==> config.mk <==
export PLATFORM = sky130hd
export DESIGN_NAME = spi_target
export DESIGN_NICKNAME = d
export VERILOG_FILES = /design/src/rtl/spi_target_pkg.sv /design/src/rtl/spi_target_sync_edge.sv /design/src/rtl/spi_target.sv
export SDC_FILE = /design/constraint.sdc
export NUM_CORES = 1
export LEC_CHECK = 0
export CORE_UTILIZATION = 30
export DETAILED_ROUTE_END_ITERATION = 10
export GPL_TIMING_DRIVEN = 0
export PLACE_DENSITY = 0.54
export SLEW_MARGIN = 20
export SYNTH_ARGS = -nofsm -noshare
export SYNTH_HDL_FRONTEND = slang
export SYNTH_HIERARCHICAL = 1
export SYNTH_SLANG_ARGS = --single-unit
==> constraint.sdc <==
create_clock -name clk_in -period 2.2 [get_ports clk_in]
set_input_delay 0.55 -clock clk_in [delete_from_list [all_inputs] [get_ports clk_in]]
set_output_delay 0.55 -clock clk_in [all_outputs]
set_load 0.005 [all_outputs]
==> src/rtl/spi_target_pkg.sv <==
// Shared constants for the SPI target: frame size, FSM encodings and the
// synchroniser settle count used after reset.
package spi_target_pkg;

    localparam int SPI_FRAME_SIZE = 40;

    localparam logic [1:0] ST_WAIT_HIGH = 2'd0;
    localparam logic [1:0] ST_IDLE      = 2'd1;
    localparam logic [1:0] ST_SHIFT     = 2'd2;

    // Cycles needed before the synchronised CS_n reflects the pin rather than the reset value
    localparam logic [1:0] SETTLE_CYCLES = 2'd2;

endpackage

==> src/rtl/spi_target_sync_edge.sv <==
// Two-flop synchroniser for an asynchronous pin, followed by an edge detector
// built on a registered copy of the synchronised level.
module spi_target_sync_edge #(
    parameter logic RESET_VAL = 1'b1
) (
    input  logic clk_in,
    input  logic reset_n_in,
    input  logic async_in,
    output logic sync_out,
    output logic rise_out,
    output logic fall_out
);

    logic meta_q, meta_d;
    logic sync_q, sync_d;
    logic prev_q, prev_d;

    always_comb begin
        meta_d = async_in;
        sync_d = meta_q;
        prev_d = sync_q;
    end

    always_ff @(posedge clk_in or negedge reset_n_in) begin
        if (!reset_n_in) begin
            meta_q <= RESET_VAL;
            sync_q <= RESET_VAL;
            prev_q <= RESET_VAL;
        end else begin
            meta_q <= meta_d;
            sync_q <= sync_d;
            prev_q <= prev_d;
        end
    end

    assign sync_out = sync_q;
    assign rise_out = sync_q & ~prev_q;
    assign fall_out = ~sync_q & prev_q;

endmodule

==> src/rtl/spi_target.sv <==
// Mode-0 SPI target: shifts a SIZE-bit MOSI frame into data_out and returns
// data_in on MISO, with SCK/CS_n/MOSI oversampled in the clk_in domain.
module spi_target
    import spi_target_pkg::*;
#(
    parameter int SIZE      = SPI_FRAME_SIZE,
    parameter int CNT_WIDTH = 6
) (
    input  logic            clk_in,
    input  logic            reset_n_in,
    input  logic            sck_in,
    input  logic            cs_n_in,
    input  logic            mosi_in,
    output logic            miso_out,
    output logic            miso_oe_out,
    input  logic [SIZE-1:0] data_in,
    output logic [SIZE-1:0] data_out,
    output logic            r_valid_out,
    output logic            r_frame_err_out,
    output logic            r_busy_out
);

    localparam logic [CNT_WIDTH-1:0] CNT_FULL = CNT_WIDTH'(SIZE);
    localparam logic [CNT_WIDTH-1:0] CNT_SAT  = CNT_WIDTH'(SIZE + 1);

    logic sck_level_unused, sck_rise, sck_fall;
    logic cs_sync, cs_rise, cs_fall;
    logic mosi_meta_q, mosi_sync_q;

    logic [1:0]           state_q, state_d;
    logic [1:0]           settle_q, settle_d;
    logic [CNT_WIDTH-1:0] bit_cnt_q, bit_cnt_d;
    logic [SIZE-1:0]      tx_shift_q, tx_shift_d;
    logic [SIZE-1:0]      rx_shift_q, rx_shift_d;
    logic [SIZE-1:0]      data_out_q, data_out_d;
    logic                 miso_q, miso_d;
    logic                 oe_q, oe_d;
    logic                 valid_q, valid_d;
    logic                 err_q, err_d;
    logic                 busy_q, busy_d;

    spi_target_sync_edge #(.RESET_VAL(1'b1)) u_sck_sync (
        .clk_in     (clk_in),
        .reset_n_in (reset_n_in),
        .async_in   (sck_in),
        .sync_out   (sck_level_unused),
        .rise_out   (sck_rise),
        .fall_out   (sck_fall)
    );

    spi_target_sync_edge #(.RESET_VAL(1'b1)) u_cs_sync (
        .clk_in     (clk_in),
        .reset_n_in (reset_n_in),
        .async_in   (cs_n_in),
        .sync_out   (cs_sync),
        .rise_out   (cs_rise),
        .fall_out   (cs_fall)
    );

    // MOSI shares the two-stage delay of SCK so the sampled bit lines up with sck_rise
    always_ff @(posedge clk_in or negedge reset_n_in) begin
        if (!reset_n_in) begin
            mosi_meta_q <= 1'b1;
            mosi_sync_q <= 1'b1;
        end else begin
            mosi_meta_q <= mosi_in;
            mosi_sync_q <= mosi_meta_q;
        end
    end

    always_comb begin
        state_d    = state_q;
        settle_d   = settle_q;
        bit_cnt_d  = bit_cnt_q;
        tx_shift_d = tx_shift_q;
        rx_shift_d = rx_shift_q;
        data_out_d = data_out_q;
        miso_d     = miso_q;
        oe_d       = oe_q;
        busy_d     = busy_q;
        valid_d    = 1'b0;
        err_d      = 1'b0;

        case (state_q)
            ST_WAIT_HIGH: begin
                // Wait out the reset value in the synchroniser so a CS held low never starts a frame
                if (settle_q != SETTLE_CYCLES) begin
                    settle_d = settle_q + 2'd1;
                end else if (cs_sync) begin
                    state_d = ST_IDLE;
                end
            end
            ST_IDLE: begin
                if (cs_fall) begin
                    tx_shift_d = data_in;
                    bit_cnt_d  = '0;
                    miso_d     = data_in[SIZE-1];
                    oe_d       = 1'b1;
                    busy_d     = 1'b1;
                    state_d    = ST_SHIFT;
                end
            end
            ST_SHIFT: begin
                if (cs_rise) begin
                    if (bit_cnt_q == CNT_FULL) begin
                        data_out_d = rx_shift_q;
                        valid_d    = 1'b1;
                    end else begin
                        err_d = 1'b1;
                    end
                    oe_d    = 1'b0;
                    busy_d  = 1'b0;
                    state_d = ST_IDLE;
                end else if (sck_rise) begin
                    rx_shift_d = {rx_shift_q[SIZE-2:0], mosi_sync_q};
                    if (bit_cnt_q != CNT_SAT) begin
                        bit_cnt_d = bit_cnt_q + 1'b1;
                    end
                end else if (sck_fall) begin
                    tx_shift_d = {tx_shift_q[SIZE-2:0], 1'b0};
                    miso_d     = tx_shift_q[SIZE-2];
                end
            end
            default: state_d = ST_WAIT_HIGH;
        endcase
    end

    always_ff @(posedge clk_in or negedge reset_n_in) begin
        if (!reset_n_in) begin
            state_q    <= ST_WAIT_HIGH;
            settle_q   <= '0;
            bit_cnt_q  <= '0;
            data_out_q <= '0;
            miso_q     <= 1'b0;
            oe_q       <= 1'b0;
            valid_q    <= 1'b0;
            err_q      <= 1'b0;
            busy_q     <= 1'b0;
        end else begin
            state_q    <= state_d;
            settle_q   <= settle_d;
            bit_cnt_q  <= bit_cnt_d;
            data_out_q <= data_out_d;
            miso_q     <= miso_d;
            oe_q       <= oe_d;
            valid_q    <= valid_d;
            err_q      <= err_d;
            busy_q     <= busy_d;
        end
    end

    always_ff @(posedge clk_in) begin
        tx_shift_q <= tx_shift_d;
        rx_shift_q <= rx_shift_d;
    end

    assign miso_out        = miso_q;
    assign miso_oe_out     = oe_q;
    assign data_out        = data_out_q;
    assign r_valid_out     = valid_q;
    assign r_frame_err_out = err_q;
    assign r_busy_out      = busy_q;

endmodule

==> metrics.txt, run 1 <==
via count=3207; post-detailed-route count of antenna-violating nets=0; final wirelength=10.56 mm; initial core utilization=30.51%; setup violators final=0; leak pwr=0.003132 µW; Final Cycle Share=91.75%; Die Outline Area=0.01882 mm²; port bufs=89; commonest non-fill, non-tap cell in the layout=nand2_1; most frequent cells in the layout=nand2_1 (125), clkdlybuf4s50_1 (88), edfxtp_1 (79); r2r setup slk=0.18 ns; die height=137.2 µm; post-DP HPWL=6.656 mm; GP Congestion=0.7159; synth warn=6; vias in the first global route=3277; layout cell share with drive strength beyond 1=about 20%; Worst R2R End=miso_out; Detailed Route Iter0 Violations=164; total grt overflow=0; All-Layer GR Usage=12.34%; pin slew with the least headroom to its limit=0.6343 ns; Worst EP required=approximately 2.5 ns; worst skew pair latency=0.42 ns; drt pass-1 iters=5; post-layout util=41.08%; syn avg cell area=approximately 15 µm²; status=complete, no violations; largest cells by area after synthesis=edfxtp_1 (43%), dfrtp_1 (25%), mux2_4 (11%), nand2_1 (8.6%), dfstp_2 (3.8%); Core Rows=49; sequential share of the synthesized area=between 70% and 80%; Post-synth EDFFs=79; Synth area leader=edfxtp_1; fin. max-slew vios=0; Tot Pwr=6873 µW; fin crit period=roughly 2.0 ns; Netlist cell types=33; total core area=between 0.015 and 0.02 mm²; Max Clock Skew=0.009308 ns; clk slew on worst S/H paths=0.06 ns; Num CTS Buffers=17; # IOs=90; clock root buffer master=clkbuf_16; Worst Hold Class=reg2reg; clock buffer depth=2; predominant post-synthesis flop cell=edfxtp_1; Mapped Nets=425; Worst setup EP type=flip-flop; power per cell area=931.4 mW/mm²; final net count=538; number of antenna violations at the first check in global routing=0; Worst Setup Path Type=reg2reg; fill count=1690; asr flop ratio synth=43.97%; CP max FO=40; flops & latches, synth=approximately 140; RSZ-0062 raised after global routing=no; largest net degree at the start of global routing=46; WHS Endpoint=u_cs_sync/sync_out; # diodes=0; critical hold path startpoint=u_cs_sync/meta_q; CTS tree=done; Synth Instances=376; startpoint types=flip-flop; arrival time worst endpoint=roughly 2.3 ns; Hold Slack=0.3546 ns; first-pass GRT wire length=17.20 mm; Final Worst Setup Slack=around 0.18 ns; top cell type's share of synthesized area=43.28%; vias per std cell=around 4.4; max cap viols=0; worst vdd ir=0.5631 mV; Max transition margin=57.72%; area grow syn2layout=34.63%; worst reg2reg path startpoint=u_cs_sync/sync_out; drt drc=0; Setup Slack @ Placement=-0.2382 ns; # clock sinks=141; DR WL/cell=14.45 µm; Synth Cell Area=0.005482 mm²; htree depth=4; storage element area=0.003934 mm²; area of the multi-input gates=0.001480 mm²; R2R cell count=5; max frequency=0.4954 GHz; Die Width=roughly 140 µm; worst hold stages=0; Final Hold Vio Count=0
-- Yosys cell counts, types with 2 or more instances --
cell        n
buf_6       4
a21oi_1     5
nor2_1      6
nor2b_1     4
dfstp_2     8
nand2_1   126
buf_4       2
a31oi_1     3
o21a_1      2
and2b_2     2
mux2_4     39
dfrtp_1    54
ha_1        4
inv_1       4
o21ai_0     6
clkbuf_1    9
edfxtp_1   79
mux2_2      3
nand3_1     2
-- stage by stage --
stage / setup TNS [ns] / cell area [µm²] / instances
finish: 0 / 7380 / 731
global route: 0 / 7380 / 731
CTS: 0 / 7372 / 730
detailed placement: -3.308 / 6690 / 695
global placement: -97.23 / 6665 / 694
floorplan: 0 / 5488 / 376
-- layer usage --
metal  share of wire, %  track usage [%]  up-vias
met3                5.4            4.047       23
li1                   -                -     1526
met1                 48            16.14     1546
met2                 45            18.66      112
met4                1.8            5.311        0
met5                  0                0        -
-- flip-flops by register name (all words and copies together) (netlist names), 2 cells and up --
register    flops
data_out       40
state_q         2
tx_shift_q     39
settle_q        2
bit_cnt_q       6
rx_shift_q     40
-- worst max-delay path by stage --
stage | start | end | slack (ns) | depth (start not counted)
global route | u_cs_sync/sync_out | miso_out | 0.05 | 5
CTS | u_sck_sync/sync_out | bit_cnt_q[1] | 0.06 | 5
floorplan | u_cs_sync/sync_out | bit_cnt_q[1] | 0.17 | 5
detailed placement | u_cs_sync/prev_q | bit_cnt_q[1] | -0.24 | 5
finish | u_cs_sync/sync_out | miso_out | 0.18 | 5
global placement | reset_n_in | data_out[5] | -1.66 | 1
-- final cells by class --
class | count | area share [%]
Buffer | 15 | 1.272
Clock buffer | 22 | 6.426
Clock inverter | 10 | 2.204
Inverter | 4 | 0.2035
Multi-Input combinational cell | 218 | 20.06
Sequential cell | 141 | 53.31
Tap cell | 229 | 3.883
Timing Repair Buffer | 92 | 12.65
-- cell families after synthesis --
family / synth area share, %
AO/OA/AOI/OAI: 2.123
AND/OR/NAND/NOR: 11.57
adder cells (fa/ha/maj): 0.9131
flip-flops: 71.76
XOR/XNOR: 0.1598
buffers and inverters: 1.986
multiplexers: 11.48
-- power by group --
part	total, µW	switching (µW)	internal (µW)
Sequential	3140	110	3030
Combinational	661	369	292
Clock	3070	1080	1990
Total	6870	1560	5320
-- repair_timing --
action,CTS,global route
endpoints found under the setup margin,46,2
buffers inserted,0,1
hold endpoints to repair,9,0
cloned,2,0
gates resized for setup,3,0
hold buffers,1,0
pin swaps,1,0
-- critical path: stages (launching register included) --
cell and delay (ns):
dfstp_2 0.54, nor2b_2 0.43, nor2_1 0.10, nand3_1 0.14, nand2_4 0.30, mux2_2 0.38
Note: power is estimated with default switching activity, not from simulation.
==> run 2, diff against run 1 <==
- CELL_PAD_IN_SITES_DETAIL_PLACEMENT: not set -> 1
- CELL_PAD_IN_SITES_GLOBAL_PLACEMENT: not set -> 1
- PLACE_DENSITY: 0.54 -> 0.62
==> run 2 against run 1 <==
Compared with the run above:
- flip-flop and latch count unchanged
- register-to-register slack about the same
- fmax down 0.70%
- count of clock-buffer cells in the layout down 2
- setup slack worse by 0.014 ns
- clock power up 2%
- critical path depth unchanged
- clock skew up 0.00065 ns
- utilization about the same
- largest power group unchanged
- highest routed layer unchanged
==> metrics.txt, run 2 (synthesis results as in run 1) <==
status=complete, no violations; fin. max-slew vios=0; post-layout util=between 40% and 50%; Worst Hold Class=in2async; CP bufs+invs=1; worst skew pair latency=0.42 ns; total grt overflow=0; Worst setup EP type=flip-flop; Die Width=between 100 and 150 µm; final wirelength=11.41 mm; Worst path depth=5; Final Cycle Share=92.40%; worst vdd ir=0.4522 mV; setup violators final=0; CP max FO=40; Worst EP required=2.51 ns; All-Layer GR Usage=a little over an eighth; final net count=around 540; die height=between 100 and 150 µm; DR WL/cell=between 15 and 20 µm; CP startpoint=state_q[1]; drt pass-1 iters=4; Combinational Power Share=9.7%; placed insts=695; CTS tree=done; fin crit period=between 2 and 2.5 ns; via count=between 3000 and 4000; largest net degree at the start of global routing=41; total core area=0.01796 mm²; storage element area=between 0.003 and 0.004 mm²; Hold Buf Count CTS=0; post-detailed-route count of antenna-violating nets=0; leak pwr=0.003129 µW; layout cell share with drive strength beyond 1=19.92%; most frequent cells in the layout=nand2_1 (125), clkdlybuf4s50_1 (88), edfxtp_1 (79); first-pass GRT wire length=18.51 mm; worst reg2reg path startpoint=state_q[1]; number of antenna violations at the first check in global routing=0; Worst path slowest cell=dfrtp_1; clock root buffer master=clkbuf_16; Worst R2R End=miso_out; Die Outline Area=~0.019 mm²; area grow syn2layout=34.54%; Max transition margin=56.48%; Sequential Power Share=45.3%; critical path endpoint=miso_out; # clock sinks=141; commonest non-fill, non-tap cell in the layout=nand2_1; max cap viols=0; area of the multi-input gates=0.001480 mm²; Max Clock Skew=between 0.009 and 0.01 ns; Setup TNS Final=0 ns; clock buffer depth=2; crit-path max cell delay=0.55 ns; r2r setup slk=0.17 ns; power per cell area=941.5 mW/mm²; port bufs=89; initial core utilization=30.51%; arrival time worst endpoint=2.34 ns; Num CTS Buffers=17; # IOs=90; P_sw=between 1500 and 2000 µW; Core Rows=49; Cell Int Power=approximately 5300 µW; max frequency=0.4920 GHz; RSZ-0062 raised after global routing=no; htree depth=4; R2R cell count=5; Final Hold Vio Count=0; startpoint types=flip-flop; drt drc=0; clk slew on worst S/H paths=0.06 ns; Top delay family on crit path=simple AND/OR/NAND/NOR gates; crit-path cells=nor2b_1 -> buf_4 -> nand3_1 -> nand2_4 -> mux2_2; Hold Slack=approximately 0.07 ns; # diodes=0; fill count=1834; pin slew with the least headroom to its limit=0.6527 ns; vias in the first global route=3413; Sw Ratio=23.69%; Worst Setup Path Type=reg2reg; GP Congestion=0.7329; clock share of power=45.0%; non-filler cells, final=731; post-DP HPWL=7.189 mm; vias per std cell=4.425; Detailed Route Iter0 Violations=approximately 150
-- run 2: cell count changes in the layout (fill, tap and decap cells not counted) --
| cell | change |
|---|---|
| clkbuf_8 | -3 |
| clkinv_4 | +3 |
| buf_12 | +1 |
| buf_16 | -1 |
| buf_4 | +1 |
| clkbuf_16 | +1 |
| clkinv_2 | -1 |
| dlygate4sd3_1 | -1 |
-- run 2: layer usage --
metal  track usage [%]  vias to the layer above  part of all wire [%]
li1                  -                     1527                     -
met1             17.67                     1589                    48
met2             20.06                       99                    45
met3             3.826                       20                   4.6
met4             6.838                        0                   2.2
met5                 0                        -                     0
-- run 2: area by class of cell --
type | instances | area share (%)
Clock inverter | 12 | 2.494
Buffer | 15 | 1.272
Sequential cell | 141 | 53.34
Clock buffer | 20 | 6.210
Multi-Input combinational cell | 218 | 20.07
Inverter | 4 | 0.2036
Tap cell | 229 | 3.885
Timing Repair Buffer | 92 | 12.52
-- run 2: how the worst min path moves through the flow --
stage                 from  cells past startpoint            to  slack [ns]
6_report        reset_n_in                      1  data_out[32]        0.07
2_1_floorplan   reset_n_in                      0  bit_cnt_q[0]        0.25
5_1_grt         reset_n_in                      1   r_valid_out        0.09
4_1_cts         reset_n_in                      1  bit_cnt_q[3]        0.07
3_3_place_gp   mosi_meta_q                      0   mosi_sync_q        0.35
3_5_place_dp   mosi_meta_q                      0   mosi_sync_q        0.35
-- run 2: stage by stage --
step                      instance area [µm²]  power [µW]  worst slack [ns]
after floorplan                          5488        3536            0.1723
after global placement                   6665        3827            -1.611
after detailed placement                 6683        3862           -0.2578
after CTS                                7360        7043           0.03700
after global routing                     7375        7242          0.009256
final                                    7375        6943            0.1673
-- run 2: worst reg2reg max path, delay by kind of cell (launching register included) --
family                 cells  cell delay, ns
buffers and inverters      1            0.20
AND/OR/NAND/NOR            3            0.76
flip-flops                 1            0.55
multiplexers               1            0.41
-- run 2: power by group through the flow --
stage / Combinational [µW] / Clock (µW) / Sequential [µW]
floorplan: 383 / 0 / 3150
global placement: 652 / 0 / 3180
detailed placement: 678 / 0 / 3180
CTS: 691 / 3200 / 3150
global route: 754 / 3320 / 3170
finish: 670 / 3130 / 3140
-- run 2: repair_timing --
item	CTS	global route
resized for setup	3	0
gates cloned	2	0
pin swaps	1	0
setup endpoints to repair	46	6
buffers inserted	0	2
==> run 3, diff against run 2 <==
- PLACE_DENSITY: 0.62 -> 0.67
==> run 3 against run 2 <==
Compared with the run above:
- total power is 4.4% lower
- non-clock buffer count fell by 1
- clock skew decreased by 0.0027 ns
- critical path depth is the same
- utilization fell by 0.27 points
- wire length up 0.88%
- sequential share of layout area grew 0.36 points
- highest routed layer unchanged
- flip-flop and latch count stayed put
- register-to-register slack better by 0.08 ns
- largest cell class unchanged
- final cell count down 0.14%
==> metrics.txt, run 3 (synthesis results as in run 1) <==
drt drc=0; GP Congestion=about 0.7; CTS tree=done; largest net degree at the start of global routing=41; Worst EP required=about 2.5 ns; port bufs=89; drt pass-1 iters=4; status=complete, no violations; initial core utilization=30.51%; Setup Slack @ Placement=-0.2405 ns; Design Area, Final=between 0.007 and 0.008 mm²; # clock sinks=141; Setup TNS Final=0 ns; Final Cycle Share=just under 90%; pin slew with the least headroom to its limit=about 0.65 ns; clock buffer depth=2; setup violators final=0; vias per std cell=approximately 4.4; final net count=~540; clk slew on worst S/H paths=0.06 ns; Worst setup EP type=flip-flop; first-pass GRT wire length=18.31 mm; Worst Setup Path Type=reg2reg; RSZ-0062 raised after global routing=no; Die Outline Area=0.01882 mm²; power per cell area=905.7 mW/mm²; CP bufs+invs=1; commonest non-fill, non-tap cell in the layout=nand2_1; Core Rows=49; fill count=1821; Worst path slowest cell=dfrtp_1; fin. max-slew vios=0; Num CTS Buffers=17; Max Clock Skew=about 0.0072 ns; Top delay family on crit path=simple AND/OR/NAND/NOR gates; post-detailed-route count of antenna-violating nets=0; crit-path cells=nor2b_1 -> buf_4 -> nand3_1 -> nand2_8 -> mux2_2; via count=3212; final wirelength=11.51 mm; All-Layer GR Usage=13.28%; placed insts=695; htree depth=4; worst skew pair latency=0.41 ns; DR WL/cell=15.77 µm; Worst Hold Class=in2async; Final Hold Vio Count=0; arrival time worst endpoint=2.26 ns; most frequent cells in the layout=nand2_1 (125), clkdlybuf4s50_1 (88), edfxtp_1 (79); Area after DPL=0.006683 mm²; Final Worst Setup Slack=0.2429 ns; # diodes=0; post-DP HPWL=7.459 mm; CP max FO=40; area grow syn2layout=33.65%; max frequency=0.5110 GHz; Die Width=137.2 µm; clock root buffer master=clkbuf_16; total grt overflow=0; Tot Pwr=6635 µW; startpoint types=flip-flop; worst vdd ir=0.5608 mV; number of antenna violations at the first check in global routing=0; layout cell share with drive strength beyond 1=20.16%; # IOs=90; die height=~140 µm; crit-path max cell delay=0.56 ns; total core area=0.01796 mm²; Detailed Route Iter0 Violations=around 140; non-filler cells, final=730; fin crit period=1.957 ns; leak pwr=between 0.003 and 0.004 µW; max cap viols=0; vias in the first global route=3428; Max transition margin=between 50% and 60%
-- run 3: changes by cell type in the layout (fill, tap and decap cells not counted), sizes merged --
cell,delta
bufinv,-3
inv,+2
buf,-1
clkinvlp,+1
-- run 3: area by class of cell --
| class | instances | area [µm²] | area share, % |
|---|---|---|---|
| Buffer | 15 | 93.84 | 1.281 |
| Clock buffer | 20 | 478.0 | 6.524 |
| Clock inverter | 12 | 108.9 | 1.486 |
| Inverter | 4 | 15.01 | 0.2050 |
| Multi-Input combinational cell | 218 | 1494 | 20.39 |
| Sequential cell | 141 | 3934 | 53.70 |
| Tap cell | 229 | 286.5 | 3.911 |
| Timing Repair Buffer | 91 | 915.9 | 12.50 |
-- run 3: worst register-to-register path, cell delays in order, from the launching register on --
cell and delay, ns:
dfrtp_1 0.56, nor2b_1 0.18, buf_4 0.20, nand3_1 0.20, nand2_8 0.32, mux2_2 0.39
-- run 3: what timing repair did --
item | 4_1_cts | 5_1_grt
resized for setup | 3 | 2
hold buffers | 0 | 0
setup endpoints to repair | 46 | 5
pin swaps | 1 | 0
gates cloned | 2 | 0
setup buffers | 0 | 1
-- run 3: final timing paths --
kind	slack [ns]	cells after the start	start	endpoint
max	0.24	5	state_q[1]	miso_out
min	0.07	1	reset_n_in	r_valid_out
max reg2reg	0.24	5	state_q[1]	miso_out
min reg2reg	0.35	0	u_cs_sync/meta_q	u_cs_sync/sync_out
max in group asynchronous	1.53	2	reset_n_in	mosi_sync_q
min in group clk_in	0.35	0	u_cs_sync/meta_q	u_cs_sync/sync_out
-- run 3: where the power goes --
| part | switching (µW) | internal (µW) | leakage, µW | total, µW |
|---|---|---|---|---|
| registers | 115 | 3030 | 0.00155 | 3150 |
| logic | 380 | 293 | 0.00128 | 673 |
| clock network | 1130 | 1690 | 0.000284 | 2810 |
| total | 1620 | 5010 | 0.00311 | 6640 |
-- run 3: per-stage QoR --
step                      utilization, %  hold slack [ns]
after CTS                          40.66          0.07240
after detailed placement           37.20           0.3479
final                              40.78          0.07128
after floorplan                        -           0.2544
after global routing               40.78          0.08782
after global placement             37.10           0.3474
-- run 3: layer usage --
| metal | routed length [µm] | track usage [%] |
|---|---|---|
| met5 | 0 | 0 |
| met4 | 95 | 4.762 |
| met3 | 510 | 4.047 |
| met2 | 5463 | 21.02 |
| met1 | 5441 | 17.14 |
